===== src/rtl/mpmc11_resv_table.sv =====
// Load-reserved / store-conditional reservation table: one reservation per channel,
// granule-address matching, per-entry lifetime timer and round-robin replacement.
module mpmc11_resv_table #(
  parameter int NAR = 4,
  parameter int NCH = 16,
  parameter int AW  = 32,
  parameter int GB  = 5,
  parameter int TMO = 1024,
  localparam int CHW = (NCH > 1) ? $clog2(NCH) : 1
) (
  input  logic           clk,
  input  logic           rstn,
  input  logic           op_valid,
  input  logic [1:0]     op,
  input  logic [CHW-1:0] ch,
  input  logic [AW-1:0]  adr,
  output logic           rsp_valid,
  output logic           rb,
  output logic [NAR-1:0] resv_vld
);

  localparam int GRW = AW - GB;
  localparam int TW  = (TMO > 0) ? $clog2(TMO + 1) : 1;
  localparam int VW  = (NAR > 1) ? $clog2(NAR) : 1;

  typedef enum logic [1:0] {OP_LR = 2'b00, OP_SC = 2'b01, OP_ST = 2'b10, OP_CLR = 2'b11} op_e;

  logic [GRW-1:0] gran;
  assign gran = adr[AW-1:GB];

  generate
    if (GB > 0) begin : g_lsb
      logic unused_lsb;
      assign unused_lsb = ^adr[GB-1:0];
    end
  endgenerate

  logic [NAR-1:0] vld_q, vld_d;
  logic [CHW-1:0] ch_q  [NAR];
  logic [CHW-1:0] ch_d  [NAR];
  logic [GRW-1:0] gr_q  [NAR];
  logic [GRW-1:0] gr_d  [NAR];
  logic [TW-1:0]  tmr_q [NAR];
  logic [TW-1:0]  tmr_d [NAR];
  logic [VW-1:0]  vic_q, vic_d;
  logic           rsp_q, rsp_d;
  logic           rb_q, rb_d;

  logic [NAR-1:0] live, ch_m, gr_m;
  logic           hit;
  logic           same_found, free_found;
  logic [VW-1:0]  same_idx, free_idx, lr_idx;
  op_e            op_t;

  // NOTE: every variable assigned in always_comb gets a default first, so no path leaves it unassigned and no latch is inferred.
  always_comb begin
    op_t       = op_e'(op);
    live       = '0;
    ch_m       = '0;
    gr_m       = '0;
    hit        = 1'b0;
    same_found = 1'b0;
    free_found = 1'b0;
    same_idx   = '0;
    free_idx   = '0;
    vld_d      = '0;
    vic_d      = vic_q;

    // An entry whose timer hits zero at this edge is already dead for matching purposes.
    for (int i = 0; i < NAR; i++) begin
      live[i]  = vld_q[i] && !((TMO != 0) && (tmr_q[i] == TW'(1)));
      ch_m[i]  = (ch_q[i] == ch);
      gr_m[i]  = (gr_q[i] == gran);
      hit      = hit | (live[i] && ch_m[i] && gr_m[i]);
      vld_d[i] = live[i];
      ch_d[i]  = ch_q[i];
      gr_d[i]  = gr_q[i];
      tmr_d[i] = ((TMO != 0) && vld_q[i]) ? tmr_q[i] - TW'(1) : tmr_q[i];
    end

    for (int i = NAR - 1; i >= 0; i--) begin
      if (live[i] && ch_m[i]) begin
        same_found = 1'b1;
        same_idx   = VW'(i);
      end
      if (!live[i]) begin
        free_found = 1'b1;
        free_idx   = VW'(i);
      end
    end

    lr_idx = same_found ? same_idx : (free_found ? free_idx : vic_q);

    if (op_valid) begin
      unique case (op_t)
        OP_LR: begin
          for (int i = 0; i < NAR; i++) begin
            if (VW'(i) == lr_idx) begin
              vld_d[i] = 1'b1;
              ch_d[i]  = ch;
              gr_d[i]  = gran;
              tmr_d[i] = TW'(TMO);
            end
          end
          if (!same_found && !free_found)
            vic_d = (vic_q == VW'(NAR - 1)) ? '0 : vic_q + VW'(1);
        end
        OP_SC: begin
          for (int i = 0; i < NAR; i++)
            if (hit ? gr_m[i] : ch_m[i]) vld_d[i] = 1'b0;
        end
        OP_ST: begin
          for (int i = 0; i < NAR; i++)
            if (gr_m[i]) vld_d[i] = 1'b0;
        end
        OP_CLR: begin
          for (int i = 0; i < NAR; i++)
            if (ch_m[i]) vld_d[i] = 1'b0;
        end
        default: ;
      endcase
    end

    rsp_d = op_valid;
    rb_d  = op_valid && (op_t == OP_SC) && hit;
  end

  // NOTE: the table is small flop storage whose reset state is architecturally visible, so every entry is reset.
  always_ff @(posedge clk or negedge rstn) begin
    if (!rstn) begin
      vld_q <= '0;
      vic_q <= '0;
      rsp_q <= 1'b0;
      rb_q  <= 1'b0;
      for (int i = 0; i < NAR; i++) begin
        ch_q[i]  <= '0;
        gr_q[i]  <= '0;
        tmr_q[i] <= '0;
      end
    end else begin
      // NOTE: state registers use non-blocking assignments so all flops update together from pre-edge values.
      vld_q <= vld_d;
      vic_q <= vic_d;
      rsp_q <= rsp_d;
      rb_q  <= rb_d;
      for (int i = 0; i < NAR; i++) begin
        ch_q[i]  <= ch_d[i];
        gr_q[i]  <= gr_d[i];
        tmr_q[i] <= tmr_d[i];
      end
    end
  end

  assign rsp_valid = rsp_q;
  assign rb        = rb_q;
  assign resv_vld  = vld_q;

endmodule


===== config.mk =====
export PLATFORM = sky130hd
export DESIGN_NAME = mpmc11_resv_table
export DESIGN_NICKNAME = d
export VERILOG_FILES = /design/src/rtl/mpmc11_resv_table.sv
export SDC_FILE = /design/constraint.sdc
export NUM_CORES = 1
export LEC_CHECK = 0
export ABC_AREA = 0
export ABC_CLOCK_PERIOD_IN_PS = 3550
export CAP_MARGIN = 20
export CORE_UTILIZATION = 55
export CTS_CLUSTER_DIAMETER = 150
export DETAILED_ROUTE_END_ITERATION = 7
export PLACE_DENSITY = 0.74
export RECOVER_POWER = 100
export SLEW_MARGIN = 20
export SYNTH_ARGS = -nofsm -noshare
export SYNTH_HDL_FRONTEND = slang
export SYNTH_SLANG_ARGS = --single-unit

===== constraint.sdc =====
create_clock -name clk -period 3.55 [get_ports clk]
set_input_delay 0.71 -clock clk [delete_from_list [all_inputs] [get_ports clk]]
set_output_delay 0.71 -clock clk [all_outputs]
set_load 0.03 [all_outputs]

Yosys cells after proc, flatten, opt, wreduce, memory -nomap -nowiden
Cells that the tools add are included.
{ "word_totals": {"ff_bits": 176, "output_inout_bits": 6} }
{ "classes": {"bitwise_logic": 3, "reduce_logical": 28, "eq_ne": 19, "n_mux": 51, "n_addsub": 5} }
{ "ops": {"columns": ["op", "count"], "rows": [
  ["$eq 27x27->1", 4],
  ["$mux 11", 8],
  ["$mux 44", 2],
  ["$eq 11x1->1 const B", 4],
  ["$sub 11x1->11 const B", 4],
  ["$mux 1", 28],
  ["$mux 2", 11],
  ["$eq 4x4->1", 4],
  ["$pmux 4 s4", 1],
  ["$logic_and 1x1->1", 15],
  ["$reduce_and 3->1", 5],
  ["$eq 2x2->1 const B", 3],
  ["$logic_not 1->1", 6],
  ["$eq 2x2->1 const A", 2],
  ["$logic_not 2->1", 2],
  ["$mux 4", 1],
  ["$or 1x1->1", 3],
  ["$add 2x1->2 const B", 1],
  ["$eq 1x2->1 const A", 1],
  ["$eq 2x1->1 const B", 1]
]} }

Depth between registers and ports, before layout
{ "logic_depth": {"depth_word": 13, "depth_mapped": 11} }

Least setup slack after synthesis
No wires, ideal clock.
{ "synth_path": {"kind": "in2reg", "startpoint": "input port ch[1]", "endpoint": "register ch_q[4] (netlist bit)", "setup_ns": 0.125, "slack_ns": 0.586, "n_path_buf": 2, "arrival_time_ns": 2.839, "required_time_ns": 3.425, "path_stages": 9, "cell_sequence": "clkbuf_1 > xor2_1 > nor4_1 > nand2_1 > nand3_1 > nand3_1 > nor3_4 > buf_2 > mux2_2"} }
{ "synth_via": {"elab_chain_cells": 9, "word_cells_on_any_way": 19, "classes_between": "eq/ne: 5; mux: 9; reduce/logical: 5"} }
{ "synth_lines": {"columns": ["item", "line", "text"], "rows": [
  ["start, declared", "15", "input logic [CHW-1:0] ch,"],
  ["$eq 4x4->1", "72", "ch_m[i] = (ch_q[i] == ch);"],
  ["$logic_and 1x1->1", "82", "if (live[i] && ch_m[i]) begin"],
  ["$mux 2 or $mux 1 (tied branches) (4 in a row)", "82", null],
  ["$mux 2 (*)", "92", "lr_idx = same_found ? same_idx : (free_found ? free_idx : vic_q);"],
  ["$eq 2x2->1 (*)", "98", "if (VW'(i) == lr_idx) begin"],
  ["$reduce_and 3->1 (no source line) (*)", null, null],
  ["end signal, assigned by index", "147", "ch_q[i] <= ch_d[i];"],
  ["end, declared", "39", "logic [CHW-1:0] ch_q [NAR];"]
]} }
Every way passes the cells marked *; elsewhere a longest branch is shown, timed or not.
A chain may end at the register's enable or synchronous reset.

Worst setup path in the final report
{ "layout_path": {"startpoint": "register tmr_q[12] (netlist bit)", "endpoint": "register gr_q[5] (netlist bit)"} }
{ "layout_via": {"elab_chain_cells": 10, "word_cells_on_any_way": 20, "classes_between": "eq/ne: 2; mux: 14; reduce/logical: 4"} }
{ "layout_lines": {"columns": ["item", "line", "text"], "rows": [
  ["start, declared", "43", "logic [TW-1:0] tmr_q [NAR];"],
  ["start signal, assigned by index", "149", "tmr_q[i] <= tmr_d[i];"],
  ["$eq 11x1->1 (*)", "71", "live[i] = vld_q[i] && !((TMO != 0) && (tmr_q[i] == TW'(1)));"],
  ["$logic_not 1->1 (*)", "71", null],
  ["$logic_and 1x1->1 (*)", "71", null],
  ["$mux 2, or another cell as far along (3 in a row)", "86", "if (!live[i]) begin"],
  ["$mux 2, or another cell as far along", "92", null],
  ["$mux 2 (*)", "92", null],
  ["$eq 2x2->1 (*)", "98", null],
  ["$reduce_and 3->1 (no source line) (*)", null, null],
  ["end signal, assigned by index", "148", "gr_q[i] <= gr_d[i];"],
  ["end, declared", "41", "logic [GRW-1:0] gr_q [NAR];"]
]} }
Marks and branches as above.

==> impl_metrics.csv <==
group,metric,value,unit
global_route,grt_pass1_vias,6179,
clocking,cts-root-buf,"clkbuf_16",
sta,maxClockFrequency,302.6,MHz
sta,timing.final.ws_setup,0.2448,ns
pwr,peakVddDrop,493.2,µV
global_route,gr-total-overflow,0,
logic_synthesis,ys_seq_area_share,48.58,%
pwr,intPower,5.816,mW
outcome,status,"finished, violations left",
clocking,cts_setup_buffers,0,
clocking,cts.clk_slew.worst_paths,0.06,ns
pwr,p_leak,4.352,nW
logic_synthesis,synth.largest_area_cell,"dfrtp_1",
pwr,p_sw,2.849,mW
place,hpwl,13340,µm
logic_synthesis,ys_async_sr_fraction,100.0,%
place,gp_congestion,0.8532,
route,viasPerCell,5.600,
pwr,pwr-share-seq,43.8,%
die,die_width,130.4,µm
logic_synthesis,synth_top_area_share,48.58,%
sta,rsz0062_at_grt,"no",
die,die_area,17000,µm²
global_route,grt.total_usage,24.34,%
sta,hold_ws,0.5207,ns
pwr,p_clk_share,21.2,%
logic_synthesis,synth_edf_count,0,
outcome,violations,"capacitance limit, slew limit",
logic_synthesis,ys_warn_count,0,
place,portBuffers,41,
route,drt_iter0_markers,310,
sta,fin_crit,3.305,ns
layout,drive_gt1_share,23.39,%
critical_path,cp-end-kind,"register",
sta,finalMaxSlewViolations,91,
route,ant_nets,0,
logic_synthesis,netlist_top_cells_area,"dfrtp_1 (49%), xnor2_1 (13%), mux2_2 (12%)",
clocking,clock_sinks,176,
die,rows,46,
logic_synthesis,syn_nets,810,
route,dr_total_vias,5807,
clocking,worstSkewPairLatency,0.43,ns
layout,n_antenna_cell,0,
die,start_util,56.66,%
layout,fin_nets,859,
sta,skew,0.01556,ns
sta,setup_viol,0,
critical_path,arrival,3.61,ns
clocking,cts_buffer_depth,2,
logic_synthesis,netlist_area,9066,µm²
sta,max-slew-margin-rel,-57.59,%
sta,fin_crit_sh,93.10,%
logic_synthesis,ys_ff_latch,176,
layout,final_util,65.05,%
clocking,cts_resized,0,
pwr,combPwrFrac,35.0,%
route,wl,18700,µm
critical_path,cp_max_fo,11,
clocking,htreeDepth,4,
sta,worst_pin_slew,2.364,ns
logic_synthesis,syn_avg_cell_area,11.93,µm²
critical_path,path_class,"reg -> reg",
pwr,total_power,8.665,mW
pwr,power.density,832.6,nW/µm²
die,io_pins,47,
sta,hold_viol_final,0,
global_route,antenna_found_initial,0,
logic_synthesis,synth_cell_types,55,
layout,area_growth_syn_to_layout,14.79,%
worst_hold_path,min_path_type,"reg -> reg",
die,core_area,16000,µm²
clocking,numCtsBuffers,17,
logic_synthesis,synth-main-ff-cell,"dfrtp_1",
die,dieHeight,130.4,µm
critical_path,critPathRequiredTime,3.86,ns
clocking,hold_buffers,0,
pwr,power.share.switching,32.88,%
place,place_ws,-0.05738,ns
route,detail_route.first_pass.iterations,4,
route,wl_per_cell,18.03,µm
critical_path,startpoint_type,"register",
route,drc_errors,0,
job,cap_violations,1,
global_route,grt_max_degree,92,
global_route,grt_pass1_wl,31240,µm
logic_synthesis,synthCells,760,
clocking,cts_tree,"built",
[routing by layer]
metal | global-route usage (%) | part of all wire (%) | routed length (µm) | up-vias
met1 | 29.80 | 43 | 8098 | 2951
met3 | 5.375 | 3.7 | 694 | 27
li1 | - | - | - | 2716
met4 | 7.505 | 1.5 | 281 | 0
met5 | 0 | 0 | 0 | -
met2 | 42.96 | 51 | 9626 | 113
[registers in the layout (all words and copies together), names as in the netlist]
| signal | count |
|---|---|
| tmr_q | 44 |
| gr_q | 108 |
| ch_q | 16 |
| rb | 1 |
| rsp_valid | 1 |
| resv_vld | 4 |
| vic_q | 2 |
[kinds of logic after synthesis]
group / Yosys count / synth area share, %
buffers and inverters: 64 / 3.174
XOR/XNOR: 157 / 15.17
adder cells (fa/ha/maj): 9 / 1.242
flip-flops: 176 / 48.58
AO/OA/AOI/OAI: 34 / 3.257
AND/OR/NAND/NOR: 189 / 11.21
multiplexers: 131 / 17.38
[final cells by class]
class	instances	area, µm²
Clock buffer	22	474.2
Clock inverter	9	107.6
Fill cell	1253	5593
Inverter	11	41.29
Multi-Input combinational cell	520	4314
Sequential cell	176	4404
Tap cell	216	270.3
Timing Repair Buffer	83	795.8
[Yosys cell counts, types with 6 or more instances]
cell type and n:
mux2_2 94, and2_1 10, inv_1 11, clkbuf_1 38, xor2_1 27, nand2_1 31
nand4_1 28, mux2_4 28, buf_2 8, ha_1 9, nand3_1 14, dfrtp_1 176
xnor2_1 130, nor3_1 11, a21oi_1 6, nor4_1 15, nor2_1 47
[power groups by stage]
stage | Combinational [mW] | Clock, mW | Sequential (mW)
after detailed placement | 3.12 | 0 | 3.81
after global placement | 2.95 | 0 | 3.72
after global routing | 3.32 | 1.98 | 3.92
after CTS | 3.15 | 1.89 | 3.80
after floorplan | 2.42 | 0 | 3.65
final | 3.03 | 1.84 | 3.80
[cells in the final DEF, fill, tap and decap left out, drive strengths merged, types with 27 or more instances in the layout]
cell and count:
buf 36, clkbuf 29, clkdlybuf4s50 33, dfrtp 176
mux2 127, nand2 31, nand4 28, nor2 49
xnor2 130, xor2 27
[per-stage QoR]
step	instances	instance area (µm²)	setup TNS, ns
after floorplan	760	9066	0
after global placement	1006	9918	0
after detailed placement	1006	9918	-1.797
after CTS	1037	10500	0
after global routing	1037	10410	0
final	1037	10410	0
[critical path, stage by stage (launching register included)]
cell     delay, ns
dfrtp_1       0.41
inv_1         0.10
ha_1          0.16
or4b_1        0.46
o41a_1        0.41
and2_0        0.27
o31ai_4       0.36
nor2_2        0.09
or2_2         0.41
buf_12        0.20
mux2_1        0.32
[final timing paths]
check	start	to	slack (ns)	cells after the start
setup reg to reg	tmr_q[12]$_DFF_PN0_	gr_q[5]$_DFFE_PN0P_	0.24	10
max in group asynchronous	rstn	tmr_q[20]$_DFF_PN0_	0.92	2
hold / removal	tmr_q[43]$_DFF_PN0_	tmr_q[43]$_DFF_PN0_	0.52	2
min in group asynchronous	rstn	tmr_q[40]$_DFF_PN0_	0.96	1
hold reg to reg	tmr_q[43]$_DFF_PN0_	tmr_q[43]$_DFF_PN0_	0.52	2
setup / recovery	tmr_q[12]$_DFF_PN0_	gr_q[5]$_DFFE_PN0P_	0.24	10
Note: power is estimated with default switching activity, not from simulation.
